[src/rtl/multiplier_24bit_seq.sv]
// multiplier_24bit_seq
//   Iterative radix-2 shift-and-add unsigned multiplier for the FPU mantissa
//   datapath. One conditional add and one right shift per clock through a
//   single N+1 bit adder. The result is presented N+1 cycles after the start
//   edge, independent of the operand values.
//
//   Optional build macro: MULT_NORM_EN
//     When defined, a normalizer is built on the completing product and
//     registered alongside it. When undefined, mant_out, norm_shift, guard
//     and sticky are tied to 0.
//
// Ports
//   clk         in   1    clock, rising edge
//   rst         in   1    synchronous active-high reset
//   start       in   1    request, sampled only in IDLE
//   num1        in   N    multiplicand, captured on accept
//   num2        in   N    multiplier, captured on accept
//   busy        out  1    high in BUSY and DONE
//   done        out  1    one-cycle pulse, product valid
//   product     out  2N   num1*num2, held until the next completion
//   mant_out    out  N    normalized mantissa (MULT_NORM_EN)
//   norm_shift  out  1    product MSB set, exponent +1 (MULT_NORM_EN)
//   guard       out  1    first bit below mant_out LSB (MULT_NORM_EN)
//   sticky      out  1    OR of all bits below guard (MULT_NORM_EN)
//
// state | meaning
// IDLE  | waiting for start, operands captured on accept
// BUSY  | N add/shift iterations, then one cycle to register the product
// DONE  | product valid, done pulse, return to IDLE on next edge

module multiplier_24bit_seq #(
  parameter int N     = 24,
  parameter int CNT_W = 5
) (
  input  logic           clk,
  input  logic           rst,
  input  logic           start,
  input  logic [N-1:0]   num1,
  input  logic [N-1:0]   num2,
  output logic           busy,
  output logic           done,
  output logic [2*N-1:0] product,
  output logic [N-1:0]   mant_out,
  output logic           norm_shift,
  output logic           guard,
  output logic           sticky
);

  typedef enum logic [1:0] {
    IDLE = 2'd0,
    BUSY = 2'd1,
    DONE = 2'd2
  } state_t;

  state_t           state, state_nxt;
  logic [N-1:0]     mcand;
  logic [N-1:0]     mplier;
  logic [N-1:0]     acc;
  logic [CNT_W-1:0] cnt;
  logic [N:0]       sum;
  logic [2*N-1:0]   full;
  logic             iter_end;
  logic             capture;

  // Carry out of the add is kept and shifted back into acc.
  assign sum      = {1'b0, acc} + (mplier[0] ? {1'b0, mcand} : '0);
  assign full     = {acc, mplier};
  // cnt reaches N once all iterations are done; that cycle registers the result.
  assign iter_end = (cnt == CNT_W'(N));
  assign capture  = (state == BUSY) && iter_end;

  always_ff @(posedge clk) begin
    if (rst) state <= IDLE;
    else     state <= state_nxt;
  end

  always_comb begin
    state_nxt = state;
    busy      = 1'b0;
    done      = 1'b0;
    case (state)
      IDLE: begin
        if (start) state_nxt = BUSY;
      end
      BUSY: begin
        busy = 1'b1;
        if (iter_end) state_nxt = DONE;
      end
      DONE: begin
        busy      = 1'b1;
        done      = 1'b1;
        state_nxt = IDLE;
      end
      default: state_nxt = IDLE;
    endcase
  end

  always_ff @(posedge clk) begin
    if (rst) begin
      mcand   <= '0;
      mplier  <= '0;
      acc     <= '0;
      cnt     <= '0;
      product <= '0;
    end else begin
      case (state)
        IDLE: begin
          if (start) begin
            mcand  <= num1;
            mplier <= num2;
            acc    <= '0;
            cnt    <= '0;
          end
        end
        BUSY: begin
          if (iter_end) begin
            product <= full;
          end else begin
            {acc, mplier} <= {sum, mplier[N-1:1]};
            cnt           <= cnt + CNT_W'(1);
          end
        end
        default: ;
      endcase
    end
  end

`ifdef MULT_NORM_EN
  logic [N-1:0] mant_nxt;
  logic         shift_nxt;
  logic         guard_nxt;
  logic         sticky_nxt;

  always_comb begin
    mant_nxt   = '0;
    shift_nxt  = 1'b0;
    guard_nxt  = 1'b0;
    sticky_nxt = 1'b0;
    if (full[2*N-1]) begin
      shift_nxt  = 1'b1;
      mant_nxt   = full[2*N-1:N];
      guard_nxt  = full[N-1];
      sticky_nxt = |full[N-2:0];
    end else begin
      mant_nxt   = full[2*N-2:N-1];
      guard_nxt  = full[N-2];
      sticky_nxt = |full[N-3:0];
    end
  end

  always_ff @(posedge clk) begin
    if (rst) begin
      mant_out   <= '0;
      norm_shift <= 1'b0;
      guard      <= 1'b0;
      sticky     <= 1'b0;
    end else if (capture) begin
      mant_out   <= mant_nxt;
      norm_shift <= shift_nxt;
      guard      <= guard_nxt;
      sticky     <= sticky_nxt;
    end
  end
`else
  assign mant_out   = '0;
  assign norm_shift = 1'b0;
  assign guard      = 1'b0;
  assign sticky     = 1'b0;
`endif

endmodule

[config.mk]
export PLATFORM = sky130hd
export DESIGN_NAME = multiplier_24bit_seq
export DESIGN_NICKNAME = d
export VERILOG_FILES = /design/src/rtl/multiplier_24bit_seq.sv
export SDC_FILE = /design/constraint.sdc
export NUM_CORES = 1
export LEC_CHECK = 0
export BUFFER_PORTS_ARGS = -buffer_cell sky130_fd_sc_hd__buf_4
export CORE_MARGIN = 4
export CORE_UTILIZATION = 30
export DETAILED_ROUTE_END_ITERATION = 12
export PLACE_DENSITY_LB_ADDON = 0.25
export SLEW_MARGIN = 25
export SYNTH_ARGS = -nofsm -noshare
export SYNTH_HDL_FRONTEND = slang
export SYNTH_SLANG_ARGS = --single-unit
[constraint.sdc]
create_clock -name clk -period 5.52 [get_ports clk]
set_input_delay 0.552 -clock clk [delete_from_list [all_inputs] [get_ports clk]]
set_output_delay 0.552 -clock clk [all_outputs]
set_load 0.05 [all_outputs]
Yosys cells after proc, flatten, opt, wreduce, memory -nomap -nowiden:

Index checks and enable logic that the tools add are counted.

* register bits after elaboration: 127
* input port bits: 51
* output and inout port bits: 77
* word-level logic and storage cells: 36

* add/subtract/negate cells: 2
* eq/ne operators: 6
* muxes and demuxes: 15
* reductions and logical operators: 7

Operator list (count)
* 2-to-1 mux 24 bit: 5
* case mux 24 bit (2 select lines): 2
* adder 24 x 24 -> 25 bit: 1
* 2-to-1 mux 5 bit: 2
* case mux 5 bit (2 select lines): 1
* inequality test 2 bit, second input constant: 3
* AND reduction 2 bit: 3
* adder 5 x 1 -> 5 bit, second input constant: 1
* equality test 5 bit, second input constant: 1
* 2-to-1 mux 2 bit: 2
* case mux 2 bit (2 select lines): 1
* AND reduction 3 bit: 1
* equality test 2 x 1 -> 1 bit, second input constant: 1
* equality test 2 bit, second input constant: 1
* logical NOT 2 bit: 1
* 2-to-1 mux 1 bit: 2
* nonzero test 2 bit: 1
* OR reduction 2 bit: 1

Longest topological paths before layout:

* word-level depth: 4
* gate-level depth with buffers: 11
* mapped depth without buffers: 11

Least setup slack after synthesis:

Ideal clock, no wire load.

* kind: register to register
* start point: register mplier[0]
* end point: register acc[22]
* data arrival time: 2.173 ns
* path slack: 3.230 ns
* cell stages (with the launch flop): 12
* path buffers: 1
* cells stage by stage: dfxtp_1 -> clkbuf_1 -> nand2_1 -> inv_1 -> ha_1 -> a211oi_2 -> o211ai_2 -> a31oi_4 -> a31oi_2 -> a31oi_1 -> xnor2_1 -> a22o_1

* longest elaborated chain between the ends: 4

RTL lines
* start, declared: RTL line 57 `logic [N-1:0] mplier;`
* start signal, assigned: RTL line 110 `mplier <= num2;`
* start signal, assigned: RTL line 119 `{acc, mplier} <= {sum, mplier[N-1:1]};`
* 2-to-1 mux 24 bit: RTL line 66 `assign sum = {1'b0, acc} + (mplier[0] ? {1'b0, mcand} : '0);`
* adder 24 x 24 -> 25 bit: RTL line 66
* 2-to-1 mux 24 bit: RTL line 116 `if (iter_end) begin`
* case mux 24 bit (2 select lines): RTL line 106 `case (state)`
* end signal, assigned: RTL line 119
* end, declared: RTL line 58 `logic [N-1:0] acc;`

No other way between the ends. The select of a mux whose other input is x is not followed.
A chain may end at the register's enable or synchronous reset.

Worst setup path after layout:

* start point: register state[1]
* end point: register mplier[18]

* longest elaborated chain between the ends: 3
* elaborated cells between the ends (all ways): 7
* classes of those cells: eq/ne: 3; mux: 1; reduce/logical: 3

RTL lines
* start, declared: RTL line 55 `state_t state, state_nxt;`
* start signal, assigned: RTL line 74 `else state <= state_nxt;`
* equality test 2 x 1 -> 1 bit or logical NOT 2 bit (tied branches): RTL line 106
* inequality test 2 bit (no source line) or nonzero test 2 bit (tied branches)
* AND reduction 3 bit (no source line)

Several ways; a longest one is shown, not always the timed one.

==> impl_metrics.env <==
export IMPL_outcome="complete, no violations"
export IMPL_grt_usage_pct=14.2
export IMPL_antenna_found_initial=0
export IMPL_coreArea_um2=19700
export IMPL_fill_cells=2127
export IMPL_cellPowerDensity_nw_per_um2=311
export IMPL_hold_class="in2reg"
export IMPL_crit_path_start_kind="flop"
export IMPL_power_uw=2320
export IMPL_cts_sinks=127
export IMPL_holdPathStages=3
export IMPL_fmax_mhz=310
export IMPL_clk_pin_slew_worst_paths_ns=0.07
export IMPL_cp_arrival_ns=3.49
export IMPL_synthTopCellsByCount="nand2_1 (158), dfxtp_1 (127), a21oi_1 (96)"
export IMPL_skew_ns=0.00904
export IMPL_synth_cell_types=56
export IMPL_rsz0062_at_grt="false"
export IMPL_grt_max_degree=113
export IMPL_drc=0
export IMPL_tns_ns=0
export IMPL_peakVddDrop_uv=220
export IMPL_synth_top_cells_by_area="dfxtp_1 (42%), nand2_1 (9.8%), a21oi_1 (8.0%), ha_1 (6.2%), a222oi_1 (3.8%)"
export IMPL_worstPathCellList="inv_1, ha_1, nand2_2, nand2b_1, buf_4, a222oi_1, nor2_1"
export IMPL_die_area_um2=22500
export IMPL_cpMaxStageDelayCell="nand2_2"
export IMPL_place_congestion=0.790
export IMPL_slowest_delay_ns=0.78
export IMPL_viasPerCell=4.80
export IMPL_synth_flop_cell="dfxtp_1"
export IMPL_yosys_warnings=0
export IMPL_cts_resized=0
export IMPL_grt_pass1_wl_mm=25.4
export IMPL_die_y_um=150
export IMPL_ant_nets=0
export IMPL_grt_pass1_vias=4873
export IMPL_yosysMostFrequentCell="nand2_1"
export IMPL_max_cap_violations=0
export IMPL_p_leak_uw=0.00308
export IMPL_synth_top_area_cell="dfxtp_1"
export IMPL_synth_seq_area_share_pct=42.1
export IMPL_initial_core_util_pct=30.7
export IMPL_synth_cell_area_um2=6040
export IMPL_syn_area_per_cell_um2=8.43
export IMPL_final_hold_violation_count=0
export IMPL_layout_min_cycle_time_ns=3.22
export IMPL_ioPinCount=128
export IMPL_synthArstFlopShare_pct=0
export IMPL_vias=5151
export IMPL_cts_tree="yes"
export IMPL_cp_data_required_time_ns=5.79
export IMPL_port_buffers=100
export IMPL_fin_crit_sh_pct=58.3
export IMPL_routed_wl_mm=15.8
export IMPL_synthToLayoutAreaGrowth_pct=23.5
export IMPL_nNetsFinal=877
export IMPL_maxSlewHeadroom_pct=33.6
export IMPL_overflow=0
export IMPL_cts_hold_buffers=0
export IMPL_dpl_hpwl_mm=10.6
export IMPL_clkLatencyLatePin_ns=0.42
export IMPL_cts_root_buf="clkbuf_16"
export IMPL_die_x_um=150
export IMPL_netlist_area_leader_share_pct=42.1
export IMPL_ys_ff_latch=127
export IMPL_reg2reg_depth=7
export IMPL_h_tree_depth=4
export IMPL_clock_path_buffers=2
export IMPL_cts_setup_buffers=0
export IMPL_path_class="reg2reg"
export IMPL_antenna_cells=0
export IMPL_rows=51
export IMPL_finalMaxSlewViolations=0
export IMPL_end_kind="flop"
export IMPL_tightest_slew_ns=0.994
export IMPL_crit_fanout=49
export IMPL_drive_gt1_share_pct=19.2
export IMPL_drtIter0Drc=408
export IMPL_synth_edf_count=0
export IMPL_drtPass1Iterations=6
export IMPL_cts_made_buffers=17
export IMPL_wl_per_cell_um=14.7
export IMPL_syn_inst=717
export IMPL_setup_viol=0
## sequential cells by signal, summed over array words and instances, names as in the netlist
signal   cells
mplier      24
product     48
cnt          5
state        2
mcand       24
acc         24
## layout by cell type (no fill, tap or decap), types with 15 or more instances in the layout
cell type	count
nand2_1	157
dfxtp_1	127
buf_4	102
a21oi_1	96
nor2_1	39
ha_1	30
and2_1	27
conb_1	27
a222oi_1	23
clkbuf_16	17
a22o_1	16
xnor2_1	15
## worst max-delay path, delay by kind of cell, from the launching register on
family,cells,cell delay [ns]
AO/OA/AOI/OAI,1,0.36
adder cells (fa/ha/maj),1,0.36
flip-flops,1,0.35
buffers and inverters,2,0.49
AND/OR/NAND/NOR,3,1.49
## worst paths after layout
check | endpoint | startpoint | slack, ns
setup reg to reg | mplier[18] | state[1] | 2.30
hold / removal | mplier[8] | num2[8] | 0.37
setup / recovery | mplier[18] | state[1] | 2.30
hold reg to reg | mcand[15] | mcand[15] | 0.45
## through the flow
stage	hold slack [ns]	cell area [um^2]	cells	util [%]	setup slack (ns)
global route	0.361	7460	1073	38.0	1.96
detailed placement	0.445	6890	1041	35.0	2.19
CTS	0.345	7460	1073	38.0	2.17
global placement	0.441	6860	1040	34.9	2.30
finish	0.374	7460	1073	38.0	2.30
floorplan	0.432	6140	743	-	3.23
## final cells by class
class,instances,area [um^2],area share [%]
Clock buffer,17,425,5.70
Clock inverter,15,149,2.00
Inverter,10,37.5,0.503
Multi-Input combinational cell,535,3180,42.7
Sequential cell,127,2540,34.1
Tap cell,265,332,4.44
Timing Repair Buffer,104,792,10.6
## where the power goes
group	internal, uW	switching, uW	total (uW)	leakage [uW]
clock	633	460	1090	0.000278
combinational	79.2	170	249	0.00177
sequential	950	25.8	976	0.00103
total	1660	656	2320	0.00308
## kinds of logic after synthesis
| logic type | Yosys count | share of synthesized area (%) |
|---|---|---|
| muxes | 1 | 0.166 |
| xor gates and xnor gates | 25 | 3.62 |
| AOI/OAI and AO/OA | 190 | 21.5 |
| adders and majority gates | 31 | 6.54 |
| buffers and inverters | 81 | 7.08 |
| DFF | 127 | 42.1 |
| other | 1 | 0.0621 |
| and+or+nand+nor | 261 | 19.0 |
## layer usage
metal | vias up | track usage [%] | wire [um]
li1 | 2612 | - | -
met1 | 2367 | 19.0 | 7500
met2 | 152 | 22.1 | 7070
met3 | 20 | 3.12 | 944
met4 | 0 | 5.90 | 279
met5 | - | 0 | 0
No activity file was read; power rests on OpenSTA's default activity.
